--- src/rtl/uart_tx_arbiter.sv ---
// uart_tx_arbiter: round-robin share of one UART transmitter among 4 byte producers.
// Latency: tx_send is registered the cycle after a request is seen in IDLE; ack pulses the cycle after tx_busy falls.
// Backpressure: requesters hold req until ack; no grant while tx_busy is high or in the ack cycle itself.
// Optional: define UART_TX_ARB_TIMEOUT_EN to abort with ack+err when tx_busy never rises after tx_send.
module uart_tx_arbiter #(
   parameter int NUM_REQ      = 4,
   parameter int BUSY_TIMEOUT = 16
) (
   input  logic                 clk,
   input  logic                 rst_n,
   input  logic [NUM_REQ-1:0]   req,
   input  logic [8*NUM_REQ-1:0] req_din,
   input  logic [NUM_REQ-1:0]   req_odd,
   output logic [NUM_REQ-1:0]   ack,
   output logic [NUM_REQ-1:0]   gnt,
   output logic                 err,
   output logic                 tx_send,
   output logic                 tx_odd,
   output logic [7:0]           tx_din,
   input  logic                 tx_busy
);

   typedef enum logic [1:0] {IDLE, SEND, WAIT, DONE} state_t;

   state_t     state;
   logic [1:0] ptr;       // first requester to consider on the next arbitration
   logic [1:0] owner;     // index of the current grant holder
   logic       pick_vld;
   logic [1:0] pick;

`ifdef UART_TX_ARB_TIMEOUT_EN
   localparam int CNT_W = $clog2(BUSY_TIMEOUT + 1);
   logic [CNT_W-1:0] cnt;  // cycles spent in SEND without seeing tx_busy
`else
   // The timeout length only matters when the busy watchdog is built in.
   logic unused_timeout_cfg;
   assign unused_timeout_cfg = (BUSY_TIMEOUT > 0);
   assign err = 1'b0;
`endif

   // Round-robin pick: scan from the highest offset down so the lowest offset from ptr wins.
   always_comb begin
      pick_vld = 1'b0;
      pick     = ptr;
      for (int i = NUM_REQ - 1; i >= 0; i--) begin
         if (req[ptr + 2'(i)]) begin
            pick_vld = 1'b1;
            pick     = ptr + 2'(i);
         end
      end
   end

   // Grant / send / wait-for-frame / ack sequencer with all outputs registered.
   always_ff @(posedge clk or negedge rst_n) begin
      if (!rst_n) begin
         state   <= IDLE;
         ptr     <= '0;
         owner   <= '0;
         ack     <= '0;
         gnt     <= '0;
         tx_send <= 1'b0;
         tx_odd  <= 1'b0;
         tx_din  <= '0;
`ifdef UART_TX_ARB_TIMEOUT_EN
         cnt     <= '0;
         err     <= 1'b0;
`endif
      end else begin
         ack <= '0;
`ifdef UART_TX_ARB_TIMEOUT_EN
         err <= 1'b0;
`endif
         case (state)
            IDLE: begin
               // A transmitter still busy from elsewhere blocks the grant.
               if (pick_vld && !tx_busy) begin
                  owner   <= pick;
                  gnt     <= NUM_REQ'(1) << pick;
                  tx_din  <= req_din[{pick, 3'b000} +: 8];
                  tx_odd  <= req_odd[pick];
                  tx_send <= 1'b1;
                  state   <= SEND;
`ifdef UART_TX_ARB_TIMEOUT_EN
                  cnt     <= '0;
`endif
               end
            end
            SEND: begin
               if (tx_busy) begin
                  tx_send <= 1'b0;
                  state   <= WAIT;
               end
`ifdef UART_TX_ARB_TIMEOUT_EN
               else if (cnt == CNT_W'(BUSY_TIMEOUT - 1)) begin
                  // Transmitter never picked up the byte: give up and report it.
                  tx_send <= 1'b0;
                  ack     <= gnt;
                  err     <= 1'b1;
                  gnt     <= '0;
                  state   <= DONE;
               end else begin
                  cnt <= cnt + CNT_W'(1);
               end
`endif
            end
            WAIT: begin
               // Falling busy marks the end of the stop bit.
               if (!tx_busy) begin
                  ack   <= gnt;
                  gnt   <= '0;
                  state <= DONE;
               end
            end
            DONE: begin
               // The ack is visible in this cycle; the next grant starts after it.
               ptr   <= owner + 2'd1;
               state <= IDLE;
            end
            default: state <= IDLE;
         endcase
      end
   end

endmodule

--- config.mk ---
export PLATFORM = sky130hd
export DESIGN_NAME = uart_tx_arbiter
export DESIGN_NICKNAME = d
export VERILOG_FILES = /design/src/rtl/uart_tx_arbiter.sv
export SDC_FILE = /design/constraint.sdc
export NUM_CORES = 1
export LEC_CHECK = 0
export BUFFER_PORTS_ARGS = -buffer_cell sky130_fd_sc_hd__buf_2
export CAP_MARGIN = 5
export CORE_ASPECT_RATIO = 0.6
export CORE_UTILIZATION = 44
export DETAILED_ROUTE_END_ITERATION = 7
export PLACE_DENSITY = 0.75
export SLEW_MARGIN = 20
export SYNTH_ARGS = -nofsm -noshare
export SYNTH_HDL_FRONTEND = slang
export SYNTH_SLANG_ARGS = --single-unit
--- constraint.sdc ---
create_clock -name clk -period 1.8 [get_ports clk]
set_input_delay 0.18 -clock clk [delete_from_list [all_inputs] [get_ports clk]]
set_output_delay 0.18 -clock clk [all_outputs]
set_load 0.01 [all_outputs]
* Word level (Yosys, flattened, before mapping)
Cells that the tools add are included.
** Storage, ports and cells
- Logic and storage cells :: 64
- Flip-flop bits (word level) :: 24
** Cells by class
- Equal/unequal tests :: 6
- $lt $le $gt $ge :: 5
- Shifts and indexed selects :: 2
- Multiplexer cells :: 30
- Reductions and logical operators :: 9
- $add $sub $neg :: 4
** Operator list (number)
- 32-bit by 6-bit variable part select with 8-bit output :: 1
- 4-bit two-way mux :: 4
- 2-bit by 3-bit < comparator with 1-bit output, second input constant :: 5
- 2-bit two-way mux :: 7
- 1-bit two-way mux :: 11
- 1-bit binary-select mux with 2-bit select :: 5
- 3-bit AND reduction :: 3
- 2-bit one-hot mux with 4 select lines :: 1
- 4-bit one-hot mux with 2 select lines :: 1
- 2-bit inequality test, second input constant :: 3
- 2-bit by 1-bit adder with 2-bit output, second input constant :: 2
- 2-bit adder, second input constant :: 2
- 2-bit equality test, second input constant :: 2
- 2-bit nonzero test :: 2
- 1-bit by 2-bit << shifter with 4-bit output, first input constant :: 1
- 2-bit by 1-bit equality test with 1-bit output, second input constant :: 1
- 2-bit logical NOT :: 1
- 1-bit one-hot mux with 2 select lines :: 1
- 2-bit AND reduction :: 1
- 1-bit logical AND :: 1
- 1-bit logical NOT :: 1

* Logic depth before layout (Yosys ltp)
- Depth after elaboration :: 10
- Mapped depth :: 7
- Gate-level depth less buffers :: 6

* Worst setup path before layout
OpenSTA, ideal clock, no wires.
- Kind :: register -> register
- Start :: reg state[0]
- End :: reg tx_din[4]
- Period minus slack after synthesis :: 1.875 ns
- Arrival time :: 1.753 ns
- Setup slack :: -0.075 ns
- Stages on the path, launching flop included :: 8
- Required time :: 1.679 ns
- Setup time :: 0.121 ns
- Path through :: dfrtp_1 -> inv_1 -> ha_1 -> inv_1 -> nor3_2 -> buf_2 -> o221ai_1 -> o22a_1
** On the way
- Cells in the longest elaborated chain, start to end :: 2
** Ends and longest elaborated chain
- start, declared :: RTL line 25 : state_t state;
- start signal, assigned :: RTL line 56 : state <= IDLE;
- start signal, assigned :: RTL line 82 : state <= SEND;
- start signal, assigned :: RTL line 91 : state <= WAIT;
- 2-bit logical NOT :: RTL line 73 : case (state)
- 2-bit AND reduction (no source line)
- end signal, assigned :: RTL line 79 : tx_din <= req_din[{pick, 3'b000} +: 8];
- end, declared :: RTL line 19 : output logic [7:0] tx_din,
Every way passes these cells.
A chain may end at the register's enable or synchronous reset.

* Worst setup path in the final report
- Start :: reg state[0]
- End :: reg state[0]
** On the way
- Cells in the longest elaborated chain, start to end :: 3
- Elaborated cells on any way between the ends :: 9
** Ends and longest elaborated chain (RTL line)
- 2-bit by 1-bit equality test with 1-bit output (tied with other cells) :: 73
- 2-bit inequality test (no source line)
- 3-bit AND reduction (no source line)
Several ways; a longest one is shown, not always the timed one.

==> flow_summary.yaml <==
cells_and_area:
  drive_gt1_frac: 0.3415
  syn_to_final_growth_pct: 24.83
  final_cells: 291
  nNetsFinal: 296
  n_fill_cell: 330
  post-route-util: 0.6065
  diodes: 0
clock_network:
  clockBufferDepth: 2
  cts.clk_slew.worst_paths_ns: 0.07
  root_buffer: "clkbuf_8"
  cts_max_level: 1
  cts_setup_buffers: 0
  clock_latency_ns: 0.27
  clock-sinks: 24
  tritoncts: "yes"
  cts_buffers: 3
detailed_routing:
  vias: 1592
  drc_errors: 0
  firstDrtPassIters: 4
  routed_via_density: 5.471
  drt_iter0_drc: 107
  wire_per_inst_um: 14.61
  drt-total-wl_um: 4251
  ant_nets: 0
logic_synthesis:
  yosysSeqAreaShare: 0.3590
  syn_area_um2: 1673
  yosysTopAreaCell: "dfrtp_1"
  syn_inst: 190
  synth.area.top_cells: "dfrtp_1, o22a_1, inv_1"
  ys_async_sr_fraction: 1.000
  ys.warnings.count: 0
  synthesis.nets: 238
  synthFlopType: "dfrtp_1"
  synth_cell_types: 47
  synth_top_cell_area_share: 0.3590
  synth_seq_cells: 24
  synth_edf_count: 0
  synth_area_per_cell_um2: 8.804
pwr:
  p_per_area_nw_per_um2: 1396
  vdd_drop_max_uv: 931.8
  p_leak_uw: 0.001021
  total_power_uw: 2915
global_routing:
  met1_usage: 0.3333
  grt_pass1_vias: 1441
  grt_max_degree: 25
  grt-busiest-layer: "met1"
  antenna_found_initial: 0
  grt_overflow: 0
  grt_usage: 0.2300
  use_met2: 0.3319
  gr-usage-met3: 0.07963
  grt_pass1_wl_um: 6913
placed_design:
  numPortBuffers: 60
  gp_congestion: 0.8038
  pre_cts_slack_ns: 0.07544
  hpwl_um: 3107
  dp.cells: 287
floorplan:
  initial_core_util: 0.4858
  die_width_um: 81.60
  fp-row-count: 16
  die_h_um: 49.76
  io_pins: 62
  core_um2: 3443
  die_area_um2: 4060
timing:
  timing.final.crit_share: 0.9331
  slew_violations: 0
  hold_viol_final: 0
  clock.fmax_mhz: 595.4
  fin_worst_skew_ns: 0.01166
  setup_violations: 0
  max_slew_margin: 0.6265
  fin_hold_ws_ns: 0.2915
  setup_ws_ns: 0.1205
  worst_slew_pin_slew_ns: 0.5602
  finalCriticalPeriod_ns: 1.680
min_path:
  worstHoldStart: "tx_busy"
  holdPathStages: 2
  hold_class: "in -> reg"
  whs_endpoint: "tx_send"
setup_path:
  arrival_ns: 1.82
  end_kind: "flip-flop"
  required_ns: 1.94
  startpoint_type: "flip-flop"
  path_class: "reg -> reg"
  r2r_slack_ns: 0.12
  critPathMaxFanout: 5
  r2r_end: "state[0]"
  crit_start: "state[0]"
  reg2reg_depth: 6
  reg2reg_from: "state[0]"
status:
  status: "completed"
flow_run:
  cap_violations: 0
==> cells in the mapped netlist, types with 2 or more instances <==
| cell type | instances |
|---|---|
| dfrtp_1 | 24 |
| o221ai_1 | 8 |
| nand2_1 | 6 |
| nand4_1 | 9 |
| ha_1 | 5 |
| nor2_1 | 6 |
| and2_1 | 4 |
| inv_1 | 24 |
| buf_6 | 2 |
| nor2b_1 | 5 |
| a2bb2oi_1 | 2 |
| clkbuf_1 | 3 |
| buf_4 | 2 |
| o21ai_0 | 8 |
| a21o_1 | 3 |
| nand2b_1 | 2 |
| buf_2 | 10 |
| o22a_1 | 11 |
| a21oi_1 | 15 |
| nor3_1 | 5 |
| o31ai_1 | 9 |
| o21ai_1 | 2 |
==> flip-flops by register name, summed over array words and instances (netlist names) <==
name and cells:
tx_send 1, tx_din 8, tx_odd 1, state 2
ptr 2, ack 4, gnt 4, owner 2
==> what timing repair did <==
item                                    CTS  global route
endpoints found under the setup margin    0            12
hold endpoints to repair                 24             0
gates resized for setup                   0             3
hold buffers                              1             0
==> where the power goes <==
part	switching, uW	internal, uW	total, uW
clock network	167	150	317
logic	869	780	1650
registers	178	771	949
total	1210	1700	2920
==> cells by family (layout without fill, tap and decap cells) <==
logic type | after synthesis | in the layout | synth area share
AOI/OAI and AO/OA | 71 | 71 | 0.3141
and+or+nand+nor | 46 | 46 | 0.1623
buffers and inverters | 41 | 97 | 0.1129
DFF | 24 | 24 | 0.3590
adders and majority gates | 5 | 5 | 0.03740
other | 1 | 1 | 0.002242
xor gates and xnor gates | 1 | 1 | 0.005237
muxes | 1 | 1 | 0.006731
==> worst max path at each step <==
stage | slack, ns | endpoint
2_1_floorplan | 0.006 | tx_din[4]
3_3_place_gp | 0.11 | tx_din[2]
3_5_place_dp | 0.08 | gnt[3]
4_1_cts | 0.06 | tx_din[7]
5_1_grt | -0.008 | tx_din[7]
6_report | 0.12 | state[0]
==> per-stage QoR <==
stage	setup TNS (ns)	area [um^2]
after global routing	-0.007663	2088
after CTS	0	2081
final	0	2088
after detailed placement	0	2029
after global placement	0	2029
after floorplan	0	1679
==> routing by layer <==
layer / vias to the layer above / part of all wire / wire, um
li1: 807 / - / -
met1: 725 / 0.52 / 2219
met2: 58 / 0.40 / 1691
met3: 2 / 0.077 / 327
met4: 0 / 0.0028 / 12
met5: - / 0 / 0
==> layout make-up <==
type                       instances  area [um^2]  area share
timing repair buffer              70        402.9      0.1929
clock buffer                       3        41.29     0.01977
inverter                          24        90.09     0.04314
tap                               45        56.30     0.02696
sequential                        24        601.8      0.2882
multi-input combinational        125        895.9      0.4290
==> cells in the final DEF (no fill, tap or decap), types with 2 or more instances in the layout <==
cell / netlist / final
a21o_1: 3 / 3
a21oi_1: 15 / 15
a2bb2oi_1: 2 / 2
and2_1: 4 / 4
buf_12: 0 / 2
buf_2: 10 / 60
buf_4: 2 / 7
clkbuf_8: 0 / 3
dfrtp_1: 24 / 23
ha_1: 5 / 5
inv_1: 24 / 24
nand2_1: 6 / 6
nand2b_1: 2 / 2
nand4_1: 9 / 9
nor2_1: 6 / 6
nor2b_1: 5 / 5
nor3_1: 5 / 5
o21ai_0: 8 / 8
o21ai_1: 2 / 2
o221ai_1: 8 / 8
o22a_1: 11 / 11
o31ai_1: 9 / 9
==> critical path, cell delays in order (launching register included) <==
cell and delay, ns:
dfrtp_1 0.39, inv_1 0.07, buf_4 0.15, ha_1 0.27, buf_4 0.18, a21o_1 0.15, a222oi_1 0.35
No activity file was read; power rests on OpenSTA's default activity.
